**config.mk**
```make
export PLATFORM = sky130hd
export DESIGN_NAME = tmds_encoder
export DESIGN_NICKNAME = d
export VERILOG_FILES = /design/src/rtl/tmds_encoder.sv
export SDC_FILE = /design/constraint.sdc
export NUM_CORES = 1
export LEC_CHECK = 0
export BUFFER_PORTS_ARGS = -buffer_cell sky130_fd_sc_hd__buf_2
export CAP_MARGIN = 20
export CELL_PAD_IN_SITES_DETAIL_PLACEMENT = 2
export CELL_PAD_IN_SITES_GLOBAL_PLACEMENT = 2
export CORE_MARGIN = 8
export CORE_UTILIZATION = 36
export DETAILED_ROUTE_END_ITERATION = 6
export HOLD_SLACK_MARGIN = 0.15
export PLACE_DENSITY = 0.87
export SYNTH_ARGS = -nofsm -noshare
export SYNTH_HDL_FRONTEND = slang
export SYNTH_SLANG_ARGS = --single-unit
```
**constraint.sdc**
```tcl
create_clock -name clk_in -period 2.48 [get_ports clk_in]
set_clock_uncertainty 0.05 [all_clocks]
set_input_delay 0.62 -clock clk_in [delete_from_list [all_inputs] [get_ports clk_in]]
set_output_delay 0.62 -clock clk_in [all_outputs]
set_load 0.05 [all_outputs]
```
**src/rtl/tmds_encoder.sv**
```systemverilog
// Single-channel TMDS encoder: transition minimizing, DC balancing and
// control-token insertion, with one registered cycle of latency.

module tm_choice (
    input  logic [7:0] data_in,
    output logic [8:0] q_m
);
    logic [3:0] n1;
    logic       use_xnor;
    logic [7:0] acc;

    always_comb begin
        n1       = 4'($countones(data_in));
        use_xnor = (n1 > 4'd4) || (n1 == 4'd4 && !data_in[0]);
        acc      = '0;
        acc[0]   = data_in[0];
        for (int i = 1; i < 8; i++) begin
            acc[i] = use_xnor ? ~(acc[i-1] ^ data_in[i])
                              :  (acc[i-1] ^ data_in[i]);
        end
        q_m = {~use_xnor, acc};
    end
endmodule

module tmds_encoder (
    input  logic       clk_in,
    input  logic       rst_in,
    input  logic [7:0] data_in,
    input  logic [1:0] control_in,
    input  logic       ve_in,
    output logic [9:0] tmds_out,
    output logic [4:0] tally_out
);
    logic [8:0] q_m;
    logic [3:0] n1;
    logic [4:0] d10;
    logic [4:0] tally;
    logic [4:0] tally_nxt;
    logic [9:0] sym_nxt;
    logic       t_zero;
    logic       t_pos;
    logic       t_neg;
    logic       bal;
    logic       inv_case;

    tm_choice u_tm (
        .data_in (data_in),
        .q_m     (q_m)
    );

    // d10 is N1-N0 = 2*N1-8, kept mod 32 so it adds as 5-bit signed
    always_comb begin
        n1       = 4'($countones(q_m[7:0]));
        d10      = {n1, 1'b0} - 5'd8;
        t_zero   = (tally == 5'd0);
        t_neg    = tally[4];
        t_pos    = !t_zero && !t_neg;
        bal      = (n1 == 4'd4);
        inv_case = (t_pos && n1 > 4'd4) || (t_neg && n1 < 4'd4);
        sym_nxt  = '0;
        tally_nxt = '0;
        if (!ve_in) begin
            unique case (control_in)
                2'b00: sym_nxt = 10'h354;
                2'b01: sym_nxt = 10'h0AB;
                2'b10: sym_nxt = 10'h154;
                2'b11: sym_nxt = 10'h2AB;
            endcase
        end else if (t_zero || bal) begin
            sym_nxt   = {~q_m[8], q_m[8],
                         q_m[8] ? q_m[7:0] : ~q_m[7:0]};
            tally_nxt = q_m[8] ? tally + d10 : tally - d10;
        end else if (inv_case) begin
            sym_nxt   = {1'b1, q_m[8], ~q_m[7:0]};
            tally_nxt = tally + {3'b0, q_m[8], 1'b0} - d10;
        end else begin
            sym_nxt   = {1'b0, q_m[8], q_m[7:0]};
            tally_nxt = tally - {3'b0, ~q_m[8], 1'b0} + d10;
        end
    end

    always_ff @(posedge clk_in or posedge rst_in) begin
        if (rst_in) begin
            tally    <= '0;
            tmds_out <= '0;
        end else begin
            tally    <= tally_nxt;
            tmds_out <= sym_nxt;
        end
    end

    assign tally_out = tally;
endmodule
```
==> impl_metrics.toml, run 1 <==
[placement]
pre_cts_ws_ns = -5.21
dp_hpwl_um = 6040
place_congestion = 0.801
port_buffers = 26

[clock_network]
htreeDepth = 1
clockRootBuffer = "clkbuf_8"
cts_inserted_buffers = 3
holdBufCountCts = 0
clock-sinks = 14
cts_buffer_depth = 2

[synth]
ys_seq_area_share_pct = 18.7
ys_warn_count = 0
synth_edf_count = 0
avgSynthCellArea_um2 = 9.91
synth_top_area_share_pct = 18.7
synthFlopType = "dfrtp_1"
synthArstFlopShare_pct = 100
synthCells = 189
synth_fp_nets = 242
synth.area.top_cells = "dfrtp_1 (19%), ha_1 (18%), fa_1 (14%), xnor2_1 (8.9%), inv_1 (5.4%)"
synth-seq-cells = 14
ys_types = 39
netlist_area_um2 = 1870
synth_top_area_cell = "dfrtp_1"

[sta]
worst_endpoint = "tally_out[4]$_DFF_PP0_/D"
worst-ep-kind = "sequential cell input"

[outcome]
status = "aborted with a tool error"
stop_stage = "global routing"
error = "[ERROR DPL-0033] detailed placement checks failed during check placement."

[floorplanning]
dieHeight_um = 88.1
start_util_pct = 36.9
die_w_um = 88.1
rows = 26
pin_count = 28

[global_routing]
grt_max_degree = 18
antenna_found_initial = 0
[kinds of logic after synthesis]
family                     Yosys count  share of synthesized area (%)
adders and majority gates           40                           31.9
xor gates and xnor gates            31                           16.9
and+or+nand+nor                     30                           8.55
muxes                                4                           2.14
other                                1                          0.200
DFF                                 14                           18.7
AOI/OAI and AO/OA                   36                           14.6
buffers and inverters               33                           7.01
[cells in the mapped netlist (4+ instances only)]
cell	number
a21o_1	8
a21oi_1	10
dfrtp_1	14
fa_1	13
ha_1	27
inv_1	27
mux2i_1	4
nand2_1	7
nor2_1	6
nor3_1	4
o21a_1	4
xnor2_1	19
xor2_1	9
[stage by stage]
step | utilization [%] | area (um^2) | hold slack, ns | setup TNS, ns | cells
detailed placement | 50.4 | 2560 | 0.657 | -64.59 | 329
global placement | 50.4 | 2560 | 0.621 | -59.15 | 329
floorplan | - | 2010 | 0.459 | -55.59 | 189
CTS | 58.0 | 2940 | 0.380 | -58.44 | 344
[repair_timing]
action                     in CTS
setup buffers                  11
pin swaps                      32
setup endpoints to repair      14
resized for setup              51
==> run 2: changes to the inputs <==
- CELL_PAD_IN_SITES_DETAIL_PLACEMENT: 2 -> not set
- CELL_PAD_IN_SITES_GLOBAL_PLACEMENT: 2 -> not set
- CORE_UTILIZATION: 36 -> 31
- HOLD_SLACK_MARGIN: 0.15 -> not set
- PLACE_DENSITY: 0.87 -> not set
- PLACE_DENSITY_LB_ADDON: not set -> 0.15
==> run 2 against run 1 <==
- the flow now finishes, with violations (setup timing)
- area after synthesis stayed put
- synthesized cell count stayed put
==> impl_metrics.toml, run 2 <==
[clock_network]
clock-sinks = 14
clockRootBuffer = "clkbuf_8"
clk_latency_ns = 0.25
cts_inserted_buffers = 3
cts.clk_slew.worst_paths_ns = 0.07
htreeDepth = 1
cts_buffer_depth = 2
cts_tree = "done"

[sta]
max-slew-margin-rel_pct = 60.5
slew_violations = 0
rsz0062_at_grt = "true"
finalSetupViolations = 14
tightest_slew_ns = 0.588
finalHoldViolCount = 0
finalCritPeriodShare_pct = 280
fmax_mhz = 144
min_period_ns = 6.93
setup_ws_ns = -4.45

[worst_setup_path]
crit_top_cell = "fa_1"
worstPathArrival_ns = 7.02
start_kind = "input pin"
r2r_start = "tally_out[1]"
critPathRequiredTime_ns = 2.56
setup.worst_path.class = "in -> reg"
critPathMaxStageDelay_ns = 0.61
worstPathMaxFanout = 5
crit_start = "data_in[0]"
cpMaxStageDelayCell = "fa_2"
end_kind = "register"

[cells_and_area]
finalNonFillerCells = 353
largest_register = "tmds_out"
final_cell_mix = "buf_4 (47), inv_1 (23), buf_6 (22)"
multi_input_area_um2 = 1680
final_area_um2 = 3020
final_common_cell = "buf_4"
final_nets = 332
register_area_um2 = 350
num_antenna_cells = 0
drive_above_1_share_pct = 50.4
n_fill_cell = 545
syn2layout_area_growth_pct = 61.0
largest_reg_flops = 10

[synth]
synth.area.top_cells = "dfrtp_1 (19%), ha_1 (18%), fa_1 (14%), xnor2_1 (8.9%), inv_1 (5.4%)"
ys_seq_area_share_pct = 18.7
avgSynthCellArea_um2 = 9.91
synth_edf_count = 0
synthTopCellsByCount = "ha_1 (27), inv_1 (27), xnor2_1 (19), dfrtp_1 (14), fa_1 (13)"
synthArstFlopShare_pct = 100
synth_top_area_cell = "dfrtp_1"
synth_top_area_share_pct = 18.7
ys_warn_count = 0
ys_types = 39
synth-seq-cells = 14
netlist_area_um2 = 1870
synthCells = 189
synthFlopType = "dfrtp_1"
synth_fp_nets = 242

[outcome]
violations = "setup timing"
status = "finished, violations left"

[floorplanning]
dieHeight_um = 93.7
die_area_um2 = 8790
rows = 28
pin_count = 28
die_w_um = 93.7
start_util_pct = 31.8
design.core.area_um2 = 5890

[global_routing]
antenna_found_initial = 0
grt_pass1_vias = 1646
grt_max_degree = 18
busiest_layer = "met2"
use_met1_pct = 13.9
grt_util_all_layers_pct = 11.2
gr-total-overflow = 0
grt_pass1_wl_um = 7940
met2_usage_pct = 19.7
grtUsageMet3_pct = 2.80

[placement]
port_buffers = 26
dp.cells = 332
dp_hpwl_um = 3810
place_congestion = 0.733
place_area_um2 = 2530

[drt]
drc = 0
drtIter0Drc = 38
dr.pass1.iters = 4
vias = 1597
post_drt_wl_per_cell_um = 13.8
drt-vias-per-instance = 4.52
totalWireLength_um = 4860
drtAntennaViolNets = 0

[run]
drv_cap = 0

[worst_hold_path]
hp-class = "in -> async"
## run 2: cell counts after synthesis
Identical to the previous run, type by type.
## run 2: metrics by stage
step	setup slack, ns	hold slack [ns]	TNS [ns]	util, %
after floorplan	-4.66	0.459	-55.59	-
after global placement	-4.87	0.663	-60.43	43.1
after detailed placement	-4.94	0.659	-60.77	43.1
after CTS	-4.46	0.384	-54.49	48.7
after global routing	-4.72	0.419	-58.32	51.2
final	-4.45	0.364	-55.51	51.2
## run 2: path summary, 6_finish.rpt
check                               end  slack [ns]  cells past startpoint
setup / recovery           tally_out[4]       -4.45                     28
hold / removal              tmds_out[4]        0.36                      2
setup reg to reg           tally_out[4]        0.15                     10
hold reg to reg            tally_out[2]        0.85                      4
max in group asynchronous   tmds_out[1]        1.63                      2
min in group clk_in         tmds_out[9]        0.74                      4
## run 2: logic make-up (layout without fill, tap and decap cells)
kind of cell / after synthesis / count (layout) / share of synthesized area, %
compound gates: 36 / 36 / 14.6
xor+xnor: 31 / 31 / 16.9
mux: 4 / 4 / 2.14
other cells: 1 / 1 / 0.200
simple gates: 30 / 30 / 8.55
buf+inv: 33 / 122 / 7.01
fa+ha+maj: 40 / 40 / 31.9
flops: 14 / 14 / 18.7
## run 2: layer usage
metal / vias to the layer above / part of all wire [%]
li1: 802 / -
met1: 772 / 44
met2: 19 / 52
met3: 4 / 3.9
met4: 0 / 0.80
met5: - / 0
## run 2: layout make-up
class | count | area share (%)
repair buffers | 91 | 24.1
flip-flops and latches | 14 | 11.6
well taps | 75 | 3.11
inverters | 27 | 3.61
multi-input cells | 142 | 55.8
clock buffers | 4 | 1.83
## run 2: repair_timing
item                                   in CTS  in global routing
gates resized for setup                    39                 20
hold buffers                                0                  0
buffers inserted                           13                  9
setup endpoints to repair                  14                 14
endpoints found under the hold margin       0                  0
pin swaps                                  25                 14
## run 2: critical path, delay by kind of cell
family / cells / cell delay [ns]
AND/OR/NAND/NOR: 2 / 0.43
XOR/XNOR: 1 / 0.06
adder cells (fa/ha/maj): 12 / 4.52
buffers and inverters: 7 / 0.47
AO/OA/AOI/OAI: 6 / 0.93
Power of run 2 is not shown: default switching activity piles up to over one toggle a cycle in this logic, so the estimate is an artifact.
